$ cat config.mk
export PLATFORM = sky130hd
export DESIGN_NAME = mc_ctrl
export DESIGN_NICKNAME = d
export VERILOG_FILES = /design/src/rtl/mc_ctrl.sv
export SDC_FILE = /design/constraint.sdc
export NUM_CORES = 1
export LEC_CHECK = 0
export ABC_AREA = 1
export BUFFER_PORTS_ARGS = -buffer_cell sky130_fd_sc_hd__buf_2
export CAP_MARGIN = 20
export CORE_MARGIN = 4
export CORE_UTILIZATION = 45
export DETAILED_ROUTE_END_ITERATION = 7
export GPL_TIMING_DRIVEN = 0
export PLACE_DENSITY = 0.68
export SLEW_MARGIN = 20
export SYNTH_ARGS = -nofsm -noshare
export SYNTH_HDL_FRONTEND = slang
export SYNTH_SLANG_ARGS = --single-unit
$ cat constraint.sdc
create_clock -name clk -period 3.96 [get_ports clk]
set_input_delay 0.198 -clock clk [delete_from_list [all_inputs] [get_ports clk]]
set_output_delay 0.198 -clock clk [all_outputs]
set_load 0.005 [all_outputs]
$ cat src/rtl/mc_ctrl.sv
// rtl/mc_ctrl.sv - multicycle MIPS control FSM; MC_CTRL_IMM_CMP_EN adds slti/sltiu
// Sequences fetch/decode/execute/memory/writeback with SRAM ack timeouts.
module mc_ctrl #(
  parameter int TIMEOUT = 255,
  parameter int CNT_W   = 8
) (
  input  logic       clk,
  input  logic       resetn,
  input  logic [5:0] op,
  input  logic [5:0] funct,
  input  logic       zero,
  input  logic       inst_ok,
  input  logic       data_ok,
  output logic       inst_req,
  output logic       ir_we,
  output logic       pc_we,
  output logic [1:0] pc_src,
  output logic [1:0] ext_type,
  output logic       alu_src_b,
  output logic [3:0] alu_op,
  output logic       data_req,
  output logic       data_wr,
  output logic       reg_we,
  output logic       reg_dst,
  output logic       wb_sel,
  output logic       ri_excp,
  output logic       bus_err
);

  typedef enum logic [2:0] {
    S_IDLE, S_FETCH, S_DECODE, S_EXEC, S_MEM, S_WB, S_TRAP
  } state_t;

  typedef enum logic [2:0] {C_ALU, C_MEM, C_BR, C_J, C_ILL} cls_t;

`ifdef MC_CTRL_IMM_CMP_EN
  localparam bit IMM_CMP_EN = 1'b1;
`else
  localparam bit IMM_CMP_EN = 1'b0;
`endif

  localparam logic [5:0] OP_RTYPE = 6'h00, OP_J     = 6'h02, OP_BEQ   = 6'h04;
  localparam logic [5:0] OP_BNE   = 6'h05, OP_ADDIU = 6'h09, OP_SLTI  = 6'h0A;
  localparam logic [5:0] OP_SLTIU = 6'h0B, OP_ANDI  = 6'h0C, OP_ORI   = 6'h0D;
  localparam logic [5:0] OP_LUI   = 6'h0F, OP_LW    = 6'h23, OP_SW    = 6'h2B;

  localparam logic [5:0] F_ADDU = 6'h21, F_SUBU = 6'h23, F_AND = 6'h24;
  localparam logic [5:0] F_OR   = 6'h25, F_SLT  = 6'h2A, F_SLTU = 6'h2B;

  localparam logic [3:0] ALU_ADD = 4'd0, ALU_SUB = 4'd1, ALU_AND = 4'd2, ALU_OR = 4'd3;
  localparam logic [3:0] ALU_SLT = 4'd4, ALU_SLTU = 4'd5, ALU_PASSB = 4'd6;

  localparam logic [1:0] EXT_SIGN = 2'b00, EXT_ZERO = 2'b01, EXT_LUI = 2'b10;
  localparam logic [1:0] PC_SEQ = 2'b00, PC_BR = 2'b01, PC_JMP = 2'b10, PC_EXC = 2'b11;

  localparam logic [CNT_W-1:0] TO_CNT = CNT_W'(TIMEOUT);

  state_t           state_q, state_d;
  logic [CNT_W-1:0] cnt_q, cnt_d;

  cls_t       dec_cls;
  logic [1:0] dec_ext;
  logic       dec_srcb;
  logic [3:0] dec_aop;
  logic       timeout;

  always_ff @(posedge clk or negedge resetn) begin
    if (!resetn) begin
      state_q <= S_IDLE;
      cnt_q   <= '0;
    end else begin
      state_q <= state_d;
      cnt_q   <= cnt_d;
    end
  end

  // Instruction class plus the ALU-side controls EXEC/MEM/WB all share.
  always_comb begin
    dec_cls  = C_ALU;
    dec_ext  = EXT_SIGN;
    dec_srcb = 1'b1;
    dec_aop  = ALU_ADD;
    case (op)
      OP_RTYPE: begin
        dec_srcb = 1'b0;
        case (funct)
          F_ADDU:  dec_aop = ALU_ADD;
          F_SUBU:  dec_aop = ALU_SUB;
          F_AND:   dec_aop = ALU_AND;
          F_OR:    dec_aop = ALU_OR;
          F_SLT:   dec_aop = ALU_SLT;
          F_SLTU:  dec_aop = ALU_SLTU;
          default: dec_cls = C_ILL;
        endcase
      end
      OP_ADDIU: dec_aop = ALU_ADD;
      OP_ANDI: begin
        dec_ext = EXT_ZERO;
        dec_aop = ALU_AND;
      end
      OP_ORI: begin
        dec_ext = EXT_ZERO;
        dec_aop = ALU_OR;
      end
      OP_LUI: begin
        dec_ext = EXT_LUI;
        dec_aop = ALU_PASSB;
      end
      // sltiu still sign-extends its immediate, as MIPS defines it
      OP_SLTI: begin
        dec_aop = ALU_SLT;
        if (!IMM_CMP_EN) dec_cls = C_ILL;
      end
      OP_SLTIU: begin
        dec_aop = ALU_SLTU;
        if (!IMM_CMP_EN) dec_cls = C_ILL;
      end
      OP_LW, OP_SW: dec_cls = C_MEM;
      OP_BEQ, OP_BNE: begin
        dec_cls  = C_BR;
        dec_srcb = 1'b0;
        dec_aop  = ALU_SUB;
      end
      OP_J:    dec_cls = C_J;
      default: dec_cls = C_ILL;
    endcase
  end

  assign timeout = (cnt_q == TO_CNT);

  always_comb begin
    state_d   = state_q;
    cnt_d     = '0;
    inst_req  = 1'b0;
    ir_we     = 1'b0;
    pc_we     = 1'b0;
    pc_src    = PC_SEQ;
    ext_type  = EXT_SIGN;
    alu_src_b = 1'b0;
    alu_op    = ALU_ADD;
    data_req  = 1'b0;
    data_wr   = 1'b0;
    reg_we    = 1'b0;
    reg_dst   = 1'b0;
    wb_sel    = 1'b0;
    ri_excp   = 1'b0;
    bus_err   = 1'b0;
    case (state_q)
      S_IDLE: state_d = S_FETCH;
      S_FETCH: begin
        inst_req = 1'b1;
        if (inst_ok) begin
          ir_we   = 1'b1;
          pc_we   = 1'b1;
          pc_src  = PC_SEQ;
          state_d = S_DECODE;
        end else if (timeout) begin
          bus_err = 1'b1;
          pc_we   = 1'b1;
          pc_src  = PC_EXC;
          state_d = S_FETCH;
        end else begin
          cnt_d = cnt_q + 1'b1;
        end
      end
      S_DECODE: begin
        case (dec_cls)
          C_J: begin
            pc_we   = 1'b1;
            pc_src  = PC_JMP;
            state_d = S_FETCH;
          end
          C_ILL:   state_d = S_TRAP;
          default: state_d = S_EXEC;
        endcase
      end
      S_EXEC: begin
        ext_type  = dec_ext;
        alu_src_b = dec_srcb;
        alu_op    = dec_aop;
        case (dec_cls)
          C_MEM: state_d = S_MEM;
          C_BR: begin
            pc_src  = PC_BR;
            pc_we   = (op == OP_BEQ) ? zero : ~zero;
            state_d = S_FETCH;
          end
          default: state_d = S_WB;
        endcase
      end
      S_MEM: begin
        ext_type  = dec_ext;
        alu_src_b = dec_srcb;
        alu_op    = dec_aop;
        data_req  = 1'b1;
        data_wr   = (op == OP_SW);
        if (data_ok) begin
          state_d = (op == OP_SW) ? S_FETCH : S_WB;
        end else if (timeout) begin
          bus_err = 1'b1;
          pc_we   = 1'b1;
          pc_src  = PC_EXC;
          state_d = S_FETCH;
        end else begin
          cnt_d = cnt_q + 1'b1;
        end
      end
      S_WB: begin
        ext_type  = dec_ext;
        alu_src_b = dec_srcb;
        alu_op    = dec_aop;
        reg_we    = 1'b1;
        reg_dst   = (op == OP_RTYPE);
        wb_sel    = (op == OP_LW);
        state_d   = S_FETCH;
      end
      S_TRAP: begin
        ri_excp = 1'b1;
        pc_we   = 1'b1;
        pc_src  = PC_EXC;
        state_d = S_FETCH;
      end
      default: state_d = S_IDLE;
    endcase
  end

endmodule

After elaboration in Yosys (flattened, before gate mapping)
Cells that the tools add are included.
W data, S select, Z words.
{"block": "word_totals", "regBits": 11, "word_cells": 86, "inputBits": 17}
{"block": "op_classes", "eq_ne": 28, "n_mux": 44, "n_bitwise": 1, "n_addsub": 1, "reduce_logical": 10}
{"op": "$eq A6 B6 Y1 const B", "count": 8}
{"op": "$pmux W3 S5", "count": 3}
{"op": "$eq A6 B4 Y1 const B", "count": 6}
{"op": "$mux W8", "count": 3}
{"op": "$pmux W3 S7", "count": 1}
{"op": "$mux W1", "count": 19}
{"op": "$mux W3", "count": 6}
{"op": "$pmux W8 S2", "count": 1}
{"op": "$eq A3 B2 Y1 const B", "count": 4}
{"op": "$eq A3 B3 Y1 const B", "count": 4}
{"op": "$eq A6 B3 Y1 const B", "count": 2}
{"op": "$pmux W3 S2", "count": 2}
{"op": "$mux W2", "count": 5}
{"op": "$pmux W2 S5", "count": 1}
{"op": "$reduce_or A3 Y1", "count": 3}
{"op": "$add A8 B1 Y8 const B", "count": 1}
{"op": "$eq A8 B8 Y1 const B", "count": 1}
{"op": "$eq A3 B1 Y1 const B", "count": 2}
{"op": "$eq A6 B2 Y1 const B", "count": 1}
{"op": "$logic_not A6 Y1", "count": 1}
{"op": "$reduce_or A2 Y1", "count": 3}
{"op": "$reduce_or A6 Y1", "count": 1}
{"op": "$pmux W1 S5", "count": 1}
{"op": "$pmux W2 S2", "count": 1}
{"op": "4 further kinds", "count": 4}

Logic depth before layout (Yosys ltp)
Gate-level depths: netlist of the first run.
{"block": "logic_depth", "word_depth": 7, "depth_mapped": 9, "depth_no_buf": 9}

Worst setup path before layout of the first run
Ideal clock, no wire load.
{"block": "synth_timing", "kind": "flip-flop to output port", "from": "register cnt_q[0]", "to": "output pc_we", "arrival_ns": 1.170, "path_stages_with_launch": 8, "path_buffers": 0, "t_required_ns": 3.762, "slack_ns": 2.592, "path_cell_list": "dfrtp_1 -> ha_1 -> nand2_1 -> nor2_2 -> nand2_2 -> o22ai_1 -> nor2_1 -> nand3_1"}
{"block": "synth_between", "elab_chain_len": 4}
{"element": "start: declaration", "line_no": "59", "source": "logic [CNT_W-1:0] cnt_q, cnt_d;"}
{"element": "start signal: assignment", "line_no": "73", "source": "cnt_q <= cnt_d;"}
{"element": "$eq A8 B8 Y1 *", "line_no": "129", "source": "assign timeout = (cnt_q == TO_CNT);"}
{"element": "$mux W1 *", "line_no": "157, 199"}
{"element": "$mux W1, on equally long branches", "line_no": "197, 152"}
{"element": "$pmux W1 S5 *", "line_no": "148", "source": "case (state_q)"}
{"element": "end: declaration", "line_no": "16", "source": "output logic pc_we,"}
Mark *: on every way between the ends. The rest lies on a longest branch, timed or not.

Worst setup path in the final report of the first run
Same ends and word-level chain as after synthesis.

==> results by group, run 1 <==
Job
  • Max Cap Violations: 0

Route
  • Via count: between 1k and 1.5k
  • Antenna-violating nets left: 0
  • Final WL: 2450 um
  • Drt first pass iters: 4
  • First DRT Iteration DRCs: 34
  • Detailed-route DRC error count: 0
  • Via density: 4.93
  • Routed WL per cell: 10.1 um

Logic synthesis
  • Synth unique cells: 32
  • Mux share of post-synthesis cell area: 0%
  • Compound-Gate Fraction of Synth Area: ~6%
  • Avg Cell Area, Syn: ~6.3 um2
  • Simple-Gate Fraction of Synth Area: 53.5%
  • Top post-synthesis cells by area: dfrtp_1 (25%), nand2_1 (12%), nor2_1 (12%), nand3_1 (9.1%), inv_1 (8.2%)
  • Top-area cell type share of the netlist area: between 20 and 25%
  • Cell area after synthesis: about 0.0011 mm2
  • Top FF cell, synth: dfrtp_1
  • Seq/Total Area, Yosys: 25.0%
  • Number of synthesized flops with an enable pin: 0
  • Synth async-reset ratio: 100%
  • Cell count after synthesis: between 150 and 200
  • Yosys warning total: 0
  • Post-Synth XOR/XNOR Area: around 2.4%
  • Syn Nets: around 190
  • Largest family of logic cells by synthesized area: simple AND/OR/NAND/NOR gates
  • Cell taking the most area after synthesis: dfrtp_1
  • Synthesis-stage register bit count: 11
  • Area share of fa/ha/maj cells after synthesis: between 1 and 1.5%

Global routing
  • Largest net degree at the start of global routing: 12
  • Number of global-route vias before repair: roughly 1.1k
  • Overall routing resource usage: between 15 and 20%
  • First-pass GRT wire length: 4330 um
  • Antenna violations before repair: 0
  • GRT Residual Overflow: 0

Cells and area
  • Layout area overhead: 21.9%
  • Post-route insts no fill: 243
  • Layout cells sized above 1: between 20% and 30%
  • # diodes: 0
  • Fin nets: around 230
  • Commonest non-fill, non-tap cells in the layout: nor2_1 (36), nand2_1 (36), buf_2 (34), inv_1 (24), nand3_1 (20)

Hold path
  • Worst hold-check path type: in2reg
  • Hold path depth: 5

Placement
  • Inst Count DP: 238
  • Pre-CTS WS: between 2 and 2.5 ns
  • GP Congestion: 0.804
  • Detailed Place HPWL: 2100 um
  • IO Port Bufs: 34

Critical path
  • CP max-delay cell: dfrtp_1
  • Setup CP Type: reg2out
  • Critical Path Fanout Max: 6
  • Startpoint Class: flip-flop
  • Worst EP arrival: 1.69 ns
  • Worst reg2reg path depth: 9
  • Cell chain of the critical path: ha_1, nand2_1, nor2_2, nand2_2, o22ai_1, nor2_1, nand3_1, buf_2
  • Crit path largest cell delay: 0.38 ns
  • Worst Path Required: ~3.8 ns
  • CP Capture Type: primary output

STA
  • Fmax: 531 MHz
  • Skew final: about 0.0097 ns
  • Final Max Tran Viols: 0
  • Final hold violations: 0
  • RSZ-0062 raised after global routing: false
  • Period minus WS final: ~1.9 ns
  • Setup TNS: 0 ns
  • Fin crit share: 47.6%
  • Worst Slack Setup Final: 2.08 ns
  • Final setup fails: 0

CTS
  • CTS clk-pin slew, worst paths: approximately 0.07 ns
  • Post-CTS Hold Buffers: 1
  • Clock Latency Late Sink: between 0.2 and 0.3 ns
  • CTS sink count: 11
  • CTS max path bufs: 2
  • CTS tree: yes
  • Post-CTS Setup Bufs: 0
  • CTS H-tree lvls: 1
  • Cts bufs inserted: 3
  • CTS resizes: 0
  • Root buf cell: clkbuf_4

Outcome
  • Status: finished, final reports clean

Floorplan
  • I/O pin cnt: 36
  • Die Height: approximately 57 um
  • Core Rows: 17
  • Core footprint: 0.00228 mm2
  • Starting Density: 48.4%
  • Full die area: ~0.0033 mm2
  • DIE WIDTH: 57.5 um

Pwr
  • Leak: 0.758 nW
  • Power Density: approximately 370 mW/mm2
  • Peak VDD IR: roughly 340 uV
state kept, by name, indices dropped and copies added (netlist names):
signal and cells:
state_q 3, cnt_q 8
cell type report:
type | instances | area [um2]
clock buffers | 4 | 26.3
well taps | 28 | 35.0
flip-flops and latches | 11 | 275
repair buffers | 35 | 180
fillers | 224 | 932
multi-input cells | 135 | 698
plain buffers | 2 | 18.8
inverters | 28 | 110
power by group:
part	switching [mW]	internal (mW)
Sequential	0.0223	0.133
Clock	0.0350	0.0389
Combinational	0.167	0.102
Total	0.225	0.274
critical path: cells and delay by family (launching register included):
family                   cells  cell delay [ns]
buffers and inverters        1             0.11
adder cells (fa/ha/maj)      1             0.18
AO/OA/AOI/OAI                1             0.22
flip-flops                   1             0.38
AND/OR/NAND/NOR              5             0.55
metrics by stage:
step / total power, mW / hold WS, ns / util, % / area, um2
floorplan: 0.352 / -0.0976 / - / 1100
global placement: 0.423 / 0.0725 / 57.4 / 1310
detailed placement: 0.430 / 0.0779 / 57.4 / 1310
CTS: 0.506 / 0.298 / 59.0 / 1340
global route: 0.549 / 0.332 / 59.0 / 1340
finish: 0.498 / 0.304 / 59.0 / 1340
cell families (layout without fill, tap and decap cells):
group / Yosys count / after routing
AOI/OAI and AO/OA: 12 / 12
xor gates and xnor gates: 3 / 3
adders and majority gates: 1 / 1
buffers and inverters: 30 / 69
DFF: 11 / 11
other: 1 / 1
and+or+nand+nor: 118 / 118
metal layers:
metal	global-route usage, %	vias to the layer above	wire length, um
li1	-	638	-
met1	20.9	525	1080
met2	26.8	32	1160
met3	4.98	4	189
met4	0.993	0	17
met5	0	-	0
synthesized netlist by cell type, drive strengths merged, types with 2 or more instances:
cell type and count:
a21oi 6, nor2 41, o21ai 3, nand4 2
inv 27, nor3 8, xnor2 2, dfrtp 11
buf 2, nand3 22, nand2 41
path summary, 6_finish.rpt:
path	from	to	slack, ns
min in group asynchronous	resetn	cnt_q[5]	0.32
max in group asynchronous	resetn	cnt_q[7]	3.43
worst min register to register	cnt_q[0]	cnt_q[0]	0.49
worst min-delay path	data_ok	state_q[2]	0.30
worst max-delay path	cnt_q[0]	pc_we	2.08
worst max register to register	cnt_q[0]	state_q[0]	2.56
(Power assumes the default switching activity.)
==> inputs of run 2 (changes only) <==
- clock period: 3.96 -> 1.9 ns (I/O delays scaled with it)
==> run 2 against run 1 <==
Global-route usage stayed put; register-to-register slack worse by 2.0 ns; routed wire length is 0.49% higher; first-iteration DRC count is 50% lower; count of clock-buffer cells in the layout stayed put; flip-flop and latch count stayed put; die area stayed put; final area is 1.0% higher; non-clock buffer count stayed put; combinational power is 110% higher; critical endpoint unchanged.
==> results by group, run 2 (same netlist as run 1, synthesis figures left out) <==
Critical path
  • Cell chain of the critical path: ha_1, nand2_1, nor2_2, nand2_4, o22ai_2, nor2_2, nand3_1, buf_2
  • Crit path largest cell delay: 0.38 ns (about the same)
  • Setup CP Type: reg2out
  • Worst Path Required: 1.80 ns (-1.96 ns)
  • Worst EP arrival: 1.60 ns (-0.09 ns)
  • CP Capture Type: primary output
  • CP max-delay cell: dfrtp_1
  • Top cell by count, worst path: nor2_2
  • Startpoint Class: flip-flop
  • Critical Path Fanout Max: 6 (unchanged)

Placement
  • GP Congestion: 0.804 (unchanged)
  • IO Port Bufs: 34 (unchanged)
  • Area post-placement: 0.00131 mm2 (unchanged)
  • Detailed Place HPWL: 2100 um (unchanged)

Cells and area
  • Top reg by flops: cnt_q
  • Post-layout util: 59.6% (+0.60 points)
  • Finished Cell Area: 0.00136 mm2 (+1.0%)
  • Top flop regs: cnt_q (8), state_q (3)
  • Layout cells sized above 1: 27.4% (+0.93 points)
  • Commonest non-fill, non-tap cells in the layout: nand2_1 (36), nor2_1 (35), buf_2 (34), inv_1 (24), nand3_1 (20)
  • # diodes: 0 (unchanged)
  • Largest register FFs: 8 (unchanged)
  • Fin nets: 234 (unchanged)
  • Layout area overhead: 23.2%
  • Commonest non-fill, non-tap cell in the layout: nand2_1

Route
  • Via count: 1,201 (+0.17%)
  • Routed length on met2: 1180 um (+1.5%)
  • Drt first pass iters: 4 (unchanged)
  • Wire length on met3: 179 um (-5.3%)
  • First DRT Iteration DRCs: 17 (-50%)
  • WL met1: 1100 um (+1.4%)
  • Top routing layer in use: met4
  • Detailed-route DRC error count: 0 (unchanged)
  • Routed WL per cell: 10.1 um (+0.49%)
  • Antenna-violating nets left: 0 (unchanged)
  • Via density: 4.94 (+0.17%)
  • Final WL: 2460 um (+0.49%)

CTS
  • CTS tree: yes
  • CTS sink count: 11 (unchanged)
  • CTS H-tree lvls: 1 (unchanged)
  • CTS max path bufs: 2 (unchanged)
  • Root buf cell: clkbuf_4
  • Clock Latency Late Sink: 0.27 ns (about the same)
  • CTS clk-pin slew, worst paths: 0.07 ns (about the same)
  • Cts bufs inserted: 3 (unchanged)

Hold path
  • Worst hold-check path type: in2reg

Job
  • Max Cap Violations: 0 (unchanged)

STA
  • Fin crit share: between 80 and 90%
  • Fmax: a little under 600 MHz
  • RSZ-0062 raised after global routing: false
  • Final setup fails: 0 (unchanged)
  • Setup TNS: 0 ns (unchanged)
  • Final hold violations: 0 (unchanged)
  • Minimum hold slack: 0.203 ns (-0.100 ns)
  • Final Max Tran Viols: 0 (unchanged)
  • Period minus WS final: ~1.7 ns
  • Skew final: 0.00948 ns (-0.000179 ns)

Pwr
  • Pwr Total: 1.04 mW (+110%)
  • Power Density: 769 mW/mm2 (+110%)
  • Peak VDD IR: 707 uV (+110%)
  • Leak: 0.775 nW (+2.3%)

Floorplan
  • Full die area: 0.00331 mm2 (unchanged)
  • Starting Density: 48.4% (unchanged)
  • I/O pin cnt: 36 (unchanged)
  • Core Rows: 17 (unchanged)
  • DIE WIDTH: 57.5 um (unchanged)
  • Core footprint: 0.00228 mm2 (unchanged)
  • Die Height: 57.5 um (unchanged)

Global routing
  • Number of global-route vias before repair: 1,057 (unchanged)
  • Largest net degree at the start of global routing: 12 (unchanged)
  • GRT Residual Overflow: 0 (unchanged)
  • Overall routing resource usage: 15.9% (unchanged)
  • Antenna violations before repair: 0 (unchanged)
  • First-pass GRT wire length: 4330 um (unchanged)

Outcome
  • Status: finished, final reports clean
-- run 2: cell counts in the layout (fill, tap and decap cells not counted) --
No cell type changed its count.
-- run 2: final timing paths --
kind                           from    endpoint  slack (ns)  cells past startpoint
max                        cnt_q[0]       pc_we        0.20                      8
min                         data_ok  state_q[2]        0.20                      5
max reg2reg                cnt_q[0]  state_q[2]        0.52                      8
min reg2reg                cnt_q[0]    cnt_q[0]        0.49                      1
max in group asynchronous    resetn    cnt_q[7]        1.48                      2
min in group asynchronous    resetn    cnt_q[5]        0.21                      2
-- run 2: cell type report --
cell class	instances	area, um2
Buffer	2	18.8
Tap cell	28	35.0
Timing Repair Buffer	35	180
Inverter	28	110
Clock buffer	4	26.3
Fill cell	222	918
Sequential cell	11	275
Multi-Input combinational cell	135	712
-- run 2: per-stage QoR --
step | cells | setup slack [ns]
2_1_floorplan | 176 | 0.622
3_3_place_gp | 238 | 0.419
3_5_place_dp | 238 | 0.401
4_1_cts | 243 | 0.0893
5_1_grt | 243 | 0.0155
6_report | 243 | 0.202
-- run 2: where the power goes --
| part | switching (mW) | leakage, nW | internal (mW) |
|---|---|---|---|
| Clock | 0.0730 | 0.0150 | 0.0811 |
| Sequential | 0.0464 | 0.148 | 0.277 |
| Combinational | 0.352 | 0.612 | 0.215 |
-- run 2: critical path: cells and delay by family, from the launching register on --
family / cells / cell delay, ns
buffers and inverters: 1 / 0.11
AOI/OAI and AO/OA: 1 / 0.17
and+or+nand+nor: 5 / 0.51
DFF: 1 / 0.38
adders and majority gates: 1 / 0.18
-- run 2: metal layers --
| layer | vias to the layer above | GRT usage (%) |
|---|---|---|
| li1 | 637 | - |
| met3 | 2 | 4.98 |
| met1 | 533 | 20.9 |
| met5 | - | 0 |
| met4 | 0 | 0.993 |
| met2 | 29 | 26.8 |
-- run 2: timing repair --
action	4_1_cts	5_1_grt
hold buffers	1	0
setup endpoints to repair	0	3
gates resized for setup	0	4
setup buffers	0	0
endpoints found under the hold margin	11	0
